[src/rtl/sid_osc_bank_pkg.sv]
// Shared constants for the SID oscillator bank: control-byte bit positions,
// LFSR seed and the LFSR taps that form the noise waveform.
package sid_pkg;

  localparam int CTRL_SYNC  = 1;
  localparam int CTRL_RING  = 2;
  localparam int CTRL_TEST  = 3;
  localparam int CTRL_TRI   = 4;
  localparam int CTRL_SAW   = 5;
  localparam int CTRL_PULSE = 6;
  localparam int CTRL_NOISE = 7;

  localparam logic [22:0] LFSR_SEED = 23'h7FFFF8;

  // Taps listed from the noise output MSB downward.
  localparam int NOISE_TAP_N = 8;
  localparam int NOISE_TAPS [0:NOISE_TAP_N-1] = '{22, 20, 16, 13, 11, 7, 4, 2};

endpackage

[src/rtl/sid_osc_bank_if.sv]
// Register-file side bundle of the oscillator bank: tick, per-voice settings
// in, per-voice waveforms and accumulator MSBs out.
interface sid_osc_bank_if #(
  parameter int NUM_VOICES = 3,
  parameter int FREQ_W     = 16,
  parameter int OUT_W      = 12
);
  logic                          clk_en;
  logic [NUM_VOICES*FREQ_W-1:0]  i_freq;
  logic [NUM_VOICES*OUT_W-1:0]   i_pw;
  logic [NUM_VOICES*8-1:0]       i_ctrl;
  logic [NUM_VOICES*OUT_W-1:0]   o_wave;
  logic [NUM_VOICES-1:0]         o_msb;

  modport master (
    output clk_en, i_freq, i_pw, i_ctrl,
    input  o_wave, o_msb
  );

  modport slave (
    input  clk_en, i_freq, i_pw, i_ctrl,
    output o_wave, o_msb
  );
endinterface

[src/rtl/sid_osc_bank_voice.sv]
// One SID voice: phase accumulator, noise LFSR, sync/ring from a source voice,
// and registered AND-combination of the enabled waveforms.
module sid_osc_voice
  import sid_pkg::*;
#(
  parameter int ACC_W  = 24,
  parameter int FREQ_W = 16,
  parameter int OUT_W  = 12
) (
  input  logic              clk,
  input  logic              rst,
  input  logic              clk_en,
  input  logic [FREQ_W-1:0] freq,
  input  logic [OUT_W-1:0]  pw,
  input  logic [7:0]        ctrl,
  input  logic              src_msb,
  input  logic              src_msb_rise,
  output logic              msb,
  output logic              msb_rise,
  output logic [OUT_W-1:0]  wave,
  output logic              wave_msb
);

  logic [ACC_W-1:0] acc_q, acc_d;
  logic [22:0]      lfsr_q, lfsr_d;
  logic             prev_msb_q, prev_msb_d;
  logic             prev_nbit_q, prev_nbit_d;
  logic [OUT_W-1:0] wave_q, wave_d;
  logic             wave_msb_q, wave_msb_d;

  logic             nbit_rise;
  logic [OUT_W-1:0] saw_w, tri_w, pulse_w, noise_w;
  logic [NOISE_TAP_N-1:0] noise_bits;
  logic             tri_invert;
  logic             any_en;
  logic             ctrl_unused;

  assign ctrl_unused = ctrl[0];

  assign msb       = acc_q[ACC_W-1];
  assign msb_rise  = acc_q[ACC_W-1] & ~prev_msb_q;
  assign nbit_rise = acc_q[ACC_W-5] & ~prev_nbit_q;

  always_comb begin
    acc_d       = acc_q;
    lfsr_d      = lfsr_q;
    prev_msb_d  = prev_msb_q;
    prev_nbit_d = prev_nbit_q;
    if (clk_en) begin
      prev_msb_d  = acc_q[ACC_W-1];
      prev_nbit_d = acc_q[ACC_W-5];
      if (ctrl[CTRL_TEST]) begin
        acc_d  = '0;
        lfsr_d = LFSR_SEED;
      end else begin
        // Sync uses the source's registered edge, so it lands one tick after the rise.
        if (ctrl[CTRL_SYNC] && src_msb_rise) begin
          acc_d = '0;
        end else begin
          acc_d = acc_q + {{(ACC_W-FREQ_W){1'b0}}, freq};
        end
        if (nbit_rise) begin
          lfsr_d = {lfsr_q[21:0], lfsr_q[22] ^ lfsr_q[17]};
        end
      end
    end
  end

  genvar gi;
  generate
    for (gi = 0; gi < NOISE_TAP_N; gi++) begin : g_noise_tap
      assign noise_bits[NOISE_TAP_N-1-gi] = lfsr_q[NOISE_TAPS[gi]];
    end
  endgenerate

  assign saw_w      = acc_q[ACC_W-1 -: OUT_W];
  assign tri_invert = acc_q[ACC_W-1] ^ (ctrl[CTRL_RING] & src_msb);
  assign tri_w      = {acc_q[ACC_W-2 -: OUT_W-1] ^ {(OUT_W-1){tri_invert}}, 1'b0};
  assign pulse_w    = (ctrl[CTRL_TEST] || (saw_w >= pw)) ? {OUT_W{1'b1}} : {OUT_W{1'b0}};
  assign noise_w    = OUT_W'(noise_bits) << (OUT_W - NOISE_TAP_N);

  always_comb begin
    wave_d = {OUT_W{1'b1}};
    any_en = 1'b0;
    if (ctrl[CTRL_TRI]) begin
      wave_d = wave_d & tri_w;
      any_en = 1'b1;
    end
    if (ctrl[CTRL_SAW]) begin
      wave_d = wave_d & saw_w;
      any_en = 1'b1;
    end
    if (ctrl[CTRL_PULSE]) begin
      wave_d = wave_d & pulse_w;
      any_en = 1'b1;
    end
    if (ctrl[CTRL_NOISE]) begin
      wave_d = wave_d & noise_w;
      any_en = 1'b1;
    end
    if (!any_en) begin
      wave_d = '0;
    end
    wave_msb_d = acc_q[ACC_W-1];
  end

  always_ff @(posedge clk) begin
    if (rst) begin
      acc_q       <= '0;
      lfsr_q      <= LFSR_SEED;
      prev_msb_q  <= 1'b0;
      prev_nbit_q <= 1'b0;
      wave_q      <= '0;
      wave_msb_q  <= 1'b0;
    end else begin
      acc_q       <= acc_d;
      lfsr_q      <= lfsr_d;
      prev_msb_q  <= prev_msb_d;
      prev_nbit_q <= prev_nbit_d;
      wave_q      <= wave_d;
      wave_msb_q  <= wave_msb_d;
    end
  end

  assign wave     = wave_q;
  assign wave_msb = wave_msb_q;

endmodule

[src/rtl/sid_osc_bank.sv]
// Multi-voice SID oscillator bank: NUM_VOICES voices chained in a ring, each
// taking sync/ring from the voice before it.
module sid_osc_bank #(
  parameter int NUM_VOICES = 3,
  parameter int ACC_W      = 24,
  parameter int FREQ_W     = 16,
  parameter int OUT_W      = 12
) (
  input  logic          clk,
  input  logic          rst,
  sid_osc_bank_if.slave bus
);

  logic [NUM_VOICES-1:0] msb_w;
  logic [NUM_VOICES-1:0] msb_rise_w;

  genvar gi;
  generate
    for (gi = 0; gi < NUM_VOICES; gi++) begin : g_voice
      // With a single voice this wraps to itself.
      localparam int SRC = (gi + NUM_VOICES - 1) % NUM_VOICES;

      sid_osc_voice #(
        .ACC_W  (ACC_W),
        .FREQ_W (FREQ_W),
        .OUT_W  (OUT_W)
      ) u_voice (
        .clk          (clk),
        .rst          (rst),
        .clk_en       (bus.clk_en),
        .freq         (bus.i_freq[gi*FREQ_W +: FREQ_W]),
        .pw           (bus.i_pw[gi*OUT_W +: OUT_W]),
        .ctrl         (bus.i_ctrl[gi*8 +: 8]),
        .src_msb      (msb_w[SRC]),
        .src_msb_rise (msb_rise_w[SRC]),
        .msb          (msb_w[gi]),
        .msb_rise     (msb_rise_w[gi]),
        .wave         (bus.o_wave[gi*OUT_W +: OUT_W]),
        .wave_msb     (bus.o_msb[gi])
      );
    end
  endgenerate

endmodule

[src/flat_wrapper.sv]
// flat-port wrapper written by rule: the top's interface ports become plain ports
module sid_osc_bank_flat 
#(
  parameter int NUM_VOICES = 3,
  parameter int ACC_W      = 24,
  parameter int FREQ_W     = 16,
  parameter int OUT_W      = 12
)
  (clk, rst, bus_clk_en, bus_i_freq, bus_i_pw, bus_i_ctrl, bus_o_wave, bus_o_msb);
  sid_osc_bank_if #(.NUM_VOICES(NUM_VOICES), .FREQ_W(FREQ_W), .OUT_W(OUT_W)) bus_i ();
  input  logic clk;
  input  logic rst;
  input wire logic [$bits(bus_i.clk_en)-1:0] bus_clk_en;
  input wire logic [$bits(bus_i.i_freq)-1:0] bus_i_freq;
  input wire logic [$bits(bus_i.i_pw)-1:0] bus_i_pw;
  input wire logic [$bits(bus_i.i_ctrl)-1:0] bus_i_ctrl;
  output wire logic [$bits(bus_i.o_wave)-1:0] bus_o_wave;
  output wire logic [$bits(bus_i.o_msb)-1:0] bus_o_msb;
  assign bus_i.clk_en = bus_clk_en;
  assign bus_i.i_freq = bus_i_freq;
  assign bus_i.i_pw = bus_i_pw;
  assign bus_i.i_ctrl = bus_i_ctrl;
  assign bus_o_wave = bus_i.o_wave;
  assign bus_o_msb = bus_i.o_msb;
  sid_osc_bank #(.NUM_VOICES(NUM_VOICES), .ACC_W(ACC_W), .FREQ_W(FREQ_W), .OUT_W(OUT_W)) u_core (.clk(clk), .rst(rst), .bus(bus_i));
endmodule
[config.mk]
export PLATFORM = sky130hd
export DESIGN_NAME = sid_osc_bank_flat
export DESIGN_NICKNAME = d
export VERILOG_FILES = /design/src/rtl/sid_osc_bank_pkg.sv /design/src/rtl/sid_osc_bank_if.sv /design/src/rtl/sid_osc_bank_voice.sv /design/src/rtl/sid_osc_bank.sv /design/src/flat_wrapper.sv
export SDC_FILE = /design/constraint.sdc
export NUM_CORES = 1
export LEC_CHECK = 0
export ABC_CLOCK_PERIOD_IN_PS = 3180
export BUFFER_PORTS_ARGS = -buffer_cell sky130_fd_sc_hd__buf_2
export CORE_MARGIN = 3
export CORE_UTILIZATION = 58
export DETAILED_ROUTE_END_ITERATION = 12
export PLACE_DENSITY = 0.83
export SYNTH_ARGS = -nofsm -noshare
export SYNTH_HDL_FRONTEND = slang
export SYNTH_SLANG_ARGS = --single-unit
[constraint.sdc]
create_clock -name clk -period 3.18 [get_ports clk]
set_input_delay 0 -clock clk [delete_from_list [all_inputs] [get_ports clk]]
set_output_delay 0 -clock clk [all_outputs]
set_load 0.02 [all_outputs]
Yosys cells after proc, flatten, opt, wreduce, memory -nomap -nowiden
Index checks and enable logic that the tools add are counted.
{"block": "classes", "n_addsub": 3, "n_lt_le_gt_ge": 3, "mux": 39, "n_bitwise": 36, "reduce_logical": 15}
{"cell": "2-to-1 mux 12 bit", "count": 15}
{"cell": "2-to-1 mux 24 bit", "count": 6}
{"cell": "2-to-1 mux 23 bit", "count": 6}
{"cell": "AND 12 bit", "count": 9}
{"cell": "adder 24 x 16 -> 24 bit", "count": 3}
{"cell": "greater-or-equal comparator 12 bit", "count": 3}
{"cell": "bitwise XOR 11 bit", "count": 3}
{"cell": "2-to-1 mux 1 bit", "count": 12}
{"cell": "AND 1 bit", "count": 9}
{"cell": "NOT 1 bit", "count": 9}
{"cell": "AND reduction 2 bit", "count": 3}
{"cell": "nonzero test 2 bit", "count": 3}
{"cell": "OR reduction 2 bit", "count": 3}
{"cell": "bitwise XOR 1 bit", "count": 6}
{"cell": "logical AND 1 bit", "count": 3}
{"cell": "logical OR 1 bit", "count": 3}
{"block": "word_totals", "regBits": 186, "input_bits": 111, "word_cells": 114}

Logic depth before layout (Yosys ltp)
{"block": "depth", "depth_word": 10, "depth_mapped": 10}

By module
Synthesis repeated with hierarchy kept, for this count alone.
{"block": "hier_totals", "hier_cells": 1264, "area_unflattened_um2": 10676.5}
{"module": "sid_osc_voice at u_core.g_voice[1].u_voice", "instances": 1, "cells_each": 430, "area_each_um2": 3641.0, "seq_area_each_um2": 1241.2}
{"module": "sid_osc_voice at u_core.g_voice[2].u_voice", "instances": 1, "cells_each": 425, "area_each_um2": 3577.2, "seq_area_each_um2": 1241.2}
{"module": "sid_osc_voice at u_core.g_voice[0].u_voice", "instances": 1, "cells_each": 409, "area_each_um2": 3458.3, "seq_area_each_um2": 1241.2}

Worst setup path after synthesis
Ideal clock, no wire load.
{"block": "synth_timing", "path_type": "reg2reg", "startpoint": "register u_core.g_voice[1].u_voice.acc_q[0]", "endpoint": "register u_core.g_voice[1].u_voice.acc_q[12]", "setup_ns": 0.134, "arrival_time_ns": 2.108, "path_slack_ns": 0.938, "path_stages_with_launch": 10, "n_path_buf": 0, "period_less_slack_ns": 2.242, "cell_sequence": "dfxtp_1 ha_1 fa_1 a211oi_1 o21ai_1 a41oi_1 o21ai_1 a31oi_1 xor2_1 o22ai_1"}
{"block": "synth_between", "elab_chain_cells": 3}
{"element": "from (decl)", "line_no": "sid_osc_bank_voice.sv:24", "text": "logic [ACC_W-1:0] acc_q, acc_d;"}
{"element": "from (signal assigned)", "line_no": "sid_osc_bank_voice.sv:109", "text": "acc_q <= '0;"}
{"element": "from (signal assigned)", "line_no": "sid_osc_bank_voice.sv:116", "text": "acc_q <= acc_d;"}
{"element": "adder 24 x 16 -> 24 bit", "line_no": "sid_osc_bank_voice.sv:60", "text": "acc_d = acc_q + {{(ACC_W-FREQ_W){1'b0}}, freq};"}
{"element": "2-to-1 mux 24 bit", "line_no": "sid_osc_bank_voice.sv:57", "text": "if (ctrl[CTRL_SYNC] && src_msb_rise) begin"}
{"element": "2-to-1 mux 24 bit", "line_no": "sid_osc_bank_voice.sv:52", "text": "if (ctrl[CTRL_TEST]) begin"}
No other way between the ends.
A chain may end at the register's enable or synchronous reset.

Worst setup path in the final report
{"block": "layout_timing", "startpoint": "register u_core.g_voice[0].u_voice.acc_q[12]", "endpoint": "register u_core.g_voice[0].u_voice.wave_q[0]"}
{"block": "layout_between", "elab_chain_cells": 7, "elab_cells_between_ends": 9}
{"element": "from (decl)", "line_no": "sid_osc_bank_voice.sv:24"}
{"element": "from (signal assigned)", "line_no": "sid_osc_bank_voice.sv:109"}
{"element": "from (signal assigned)", "line_no": "sid_osc_bank_voice.sv:116"}
{"element": "greater-or-equal comparator 12 bit", "line_no": "sid_osc_bank_voice.sv:79", "text": "assign pulse_w = (ctrl[CTRL_TEST] || (saw_w >= pw)) ? {OUT_W{1'b1}} : {OUT_W{1'b0}};"}
{"element": "logical OR 1 bit", "line_no": "sid_osc_bank_voice.sv:79"}
{"element": "2-to-1 mux 12 bit", "line_no": "sid_osc_bank_voice.sv:79"}
{"element": "AND 12 bit", "line_no": "sid_osc_bank_voice.sv:94", "text": "wave_d = wave_d & pulse_w;"}
{"element": "2-to-1 mux 12 bit *", "line_no": "sid_osc_bank_voice.sv:93", "text": "if (ctrl[CTRL_PULSE]) begin"}
{"element": "AND 12 bit", "line_no": "sid_osc_bank_voice.sv:98", "text": "wave_d = wave_d & noise_w;"}
{"element": "2-to-1 mux 12 bit *", "line_no": "sid_osc_bank_voice.sv:97", "text": "if (ctrl[CTRL_NOISE]) begin"}
{"element": "to (signal assigned)", "line_no": "sid_osc_bank_voice.sv:120", "text": "wave_q <= wave_d;"}
{"element": "to (decl)", "line_no": "sid_osc_bank_voice.sv:28", "text": "logic [OUT_W-1:0] wave_q, wave_d;"}
Every way passes the cells marked *; elsewhere a longest branch is shown, timed or not.

==> impl_metrics.tcl <==
set metrics [dict create \
    status "finished clean" \
    cts-buffers-inserted 17 \
    routed_via_density 5.88 \
    final_hold_viol_count 0 \
    drt_iter0_drc 605 \
    antenna_violations_before_repair 3 \
    via_count 9390 \
    cts_max_path_buffers 2 \
    cp_arrival_ns 3.30 \
    leakagePower_uw 0.00519 \
    dp_hpwl_um 17800 \
    detail_route.drc_violations 0 \
    largest_driver_fanout_on_the_critical_path 9 \
    clk-insertion-delay-late_ns 0.44 \
    power-per-cell-area_nw_per_um2 445 \
    grt_max_degree 54 \
    seq_area_frac_synth_pct 35.2 \
    finalWirelength_um 25000 \
    period_minus_slack_ns 2.98 \
    post-route-period-util_pct 93.7 \
    critPathCaptureType "register" \
    cts_tree "built" \
    start_kind "register" \
    gr-usage-all-layers_pct 24.8 \
    min_path_type "in -> reg" \
    grt_setup_unrepaired "no" \
    setup-violations-final 0 \
    ys_seq_elements 186 \
    final_max_slew_viol_count 0 \
    cts.reportedPaths.clkPinSlew_ns 0.07 \
    numPortBuffers 146 \
    finalWorstSetupSlack_ns 0.200 \
    final_core_util_pct 69.1 \
    first_global_vias 8840 \
    share_of_post_route_cells_with_drive_strength_above_1_pct 15.5 \
    areaGrowthSynthToFinish_pct 14.7 \
    ioPinCount 150 \
    totalPowerFinal_uw 5390 \
    ctsHtreeMaxLevel 4 \
    start_util_pct 60.2 \
    fillCellCount 1407 \
    post_cts_buffers 0 \
    die_area_um2 19900 \
    syn-cell-area_um2 10600 \
    pre_cts_ws_ns 0.670 \
    cell_taking_the_most_area_after_synthesis "sky130_fd_sc_hd__dfxtp_1" \
    grt_first_pass_wirelength_um 41400 \
    synth_commonest_cells "sky130_fd_sc_hd__dfxtp_1, sky130_fd_sc_hd__a21oi_1, sky130_fd_sc_hd__ha_1" \
    postSynthAreaPerCell_um2 8.55 \
    synth_ff_type "sky130_fd_sc_hd__dfxtp_1" \
    yosysWarnings 0 \
    fp-row-count 48 \
    synth_cell_types 68 \
    tns_ns 0 \
    synth_top_cell_area_share_pct 35.2 \
    hold_slack_ns 0.0172 \
    globalRoute.totalOverflow 0 \
    skew_ns 0.0150 \
    vdd_ir_drop_max_mv 0.401 \
    synth_area_leaders "sky130_fd_sc_hd__dfxtp_1, sky130_fd_sc_hd__ha_1, sky130_fd_sc_hd__nand2b_1" \
    fmax_ghz 0.336 \
    ys_async_sr_fraction_pct 0 \
    timing_worst_slew_pin_value_ns 1.24 \
    slew_headroom_pct 17.2 \
    floorplan.die.height_um 141 \
    synth.net_count 1433 \
    drv.max_cap_violation_count 0 \
    nets 1556 \
    post-synth-top-count-cell "sky130_fd_sc_hd__dfxtp_1" \
    synth_cells 1235 \
    wire_per_inst_um 15.7 \
    cts_root_buffer "sky130_fd_sc_hd__clkbuf_16" \
    place_congestion 0.887 \
    die-width_um 141 \
    number_of_synthesized_flops_with_an_enable_pin 0 \
    clkSinkCount 186 \
    required_ns 3.50 \
    ant_nets 0 \
    timing_worst_setup_path_type "reg -> reg" \
    placeableCoreArea_um2 17500 \
    detailed_router_iteration_count_before_antenna_repair 5 \
]
-- critical path, stage by stage (launching register included) --
cell                            delay, ns
sky130_fd_sc_hd__dfxtp_1             0.31
sky130_fd_sc_hd__inv_1               0.17
sky130_fd_sc_hd__ha_1                0.26
sky130_fd_sc_hd__nand2b_1            0.14
sky130_fd_sc_hd__a21o_1              0.18
sky130_fd_sc_hd__a21oi_1             0.20
sky130_fd_sc_hd__o2111ai_1           0.16
sky130_fd_sc_hd__a21oi_1             0.52
sky130_fd_sc_hd__nand2b_1            0.28
sky130_fd_sc_hd__a211oi_1            0.08
sky130_fd_sc_hd__dlygate4sd3_1       0.56
-- sequential cells by signal, summed over array words and instances (netlist names) --
register,flops
u_core.g_voice.u_voice.wave_msb,3
u_core.g_voice.u_voice.lfsr_q,69
u_core.g_voice.u_voice.wave,36
u_core.g_voice.u_voice.prev_msb_q,3
u_core.g_voice.u_voice.prev_nbit_q,3
u_core.g_voice.u_voice.acc_q,72
-- cells in the final DEF, fill, tap and decap left out, types with 12 or more instances in the layout --
cell type                       instances
sky130_fd_sc_hd__nand2_1               69
sky130_fd_sc_hd__buf_2                146
sky130_fd_sc_hd__a21oi_1              100
sky130_fd_sc_hd__xor2_1                43
sky130_fd_sc_hd__nand3_1               23
sky130_fd_sc_hd__ha_1                  84
sky130_fd_sc_hd__dfxtp_1              186
sky130_fd_sc_hd__o21ai_0               63
sky130_fd_sc_hd__nor2_1                65
sky130_fd_sc_hd__nand2b_1              83
sky130_fd_sc_hd__inv_1                 58
sky130_fd_sc_hd__a2111oi_0             27
sky130_fd_sc_hd__nor3_1                12
sky130_fd_sc_hd__clkbuf_16             17
sky130_fd_sc_hd__xnor2_1               39
sky130_fd_sc_hd__a21o_1                23
sky130_fd_sc_hd__nor2b_1               47
sky130_fd_sc_hd__a31oi_1               12
sky130_fd_sc_hd__o22ai_1               70
sky130_fd_sc_hd__nand4_1               17
sky130_fd_sc_hd__dlygate4sd3_1         17
-- through the flow --
step           cells  cell area (um^2)
2_1_floorplan   1235             10600
3_3_place_gp    1547             11300
3_5_place_dp    1547             11300
4_1_cts         1596             12100
5_1_grt         1597             12100
6_report        1597             12100
-- logic make-up (layout without fill, tap and decap cells) --
group / count (synthesis) / count (layout) / synth area share (%)
AOI/OAI and AO/OA: 399 / 399 / 24.7
and+or+nand+nor: 349 / 349 / 17.2
DFF: 186 / 186 / 35.2
buffers and inverters: 127 / 263 / 5.06
adders and majority gates: 87 / 87 / 10.5
xor gates and xnor gates: 82 / 82 / 6.80
muxes: 5 / 5 / 0.474
other: 0 / 1 / 0
-- routing by layer --
layer	vias to the layer above	share of wire (%)	global-route usage, %
li1	4713	-	-
met5	-	0.084	0
met3	39	5.6	4.85
met2	279	48	41.7
met4	4	1.7	7.29
met1	4355	45	32.4
-- what timing repair did --
| item | in CTS | in global routing |
|---|---|---|
| hold buffers | 17 | 0 |
| gates resized for setup | 0 | 2 |
| endpoints found under the hold margin | 35 | 0 |
| setup endpoints to repair | 0 | 2 |
-- where the power goes --
group	switching (uW)	internal [uW]	total, uW
sequential	26.9	2380	2410
clock	964	1200	2170
combinational	467	349	816
total	1460	3930	5390
-- layout make-up --
cell class / count / area [um^2] / area share, %
Sequential cell: 186 / 3720 / 30.7
Antenna cell: 1 / 2.50 / 0.0207
Tap cell: 225 / 282 / 2.32
Multi-Input combinational cell: 922 / 6320 / 52.1
Inverter: 58 / 218 / 1.80
Timing Repair Buffer: 173 / 976 / 8.06
Clock inverter: 13 / 155 / 1.28
Clock buffer: 19 / 443 / 3.66
-- final timing paths --
path         cells after the start                             endpoint  slack [ns]                           startpoint
max                             10    u_core.g_voice[0].u_voice.wave[0]        0.20  u_core.g_voice[0].u_voice.acc_q[12]
min                              4   u_core.g_voice[2].u_voice.acc_q[1]        0.02                       bus_i_freq[33]
max reg2reg                     10    u_core.g_voice[0].u_voice.wave[0]        0.20  u_core.g_voice[0].u_voice.acc_q[12]
min reg2reg                      2  u_core.g_voice[1].u_voice.acc_q[11]        0.46  u_core.g_voice[1].u_voice.acc_q[11]
(Power assumes the default switching activity.)
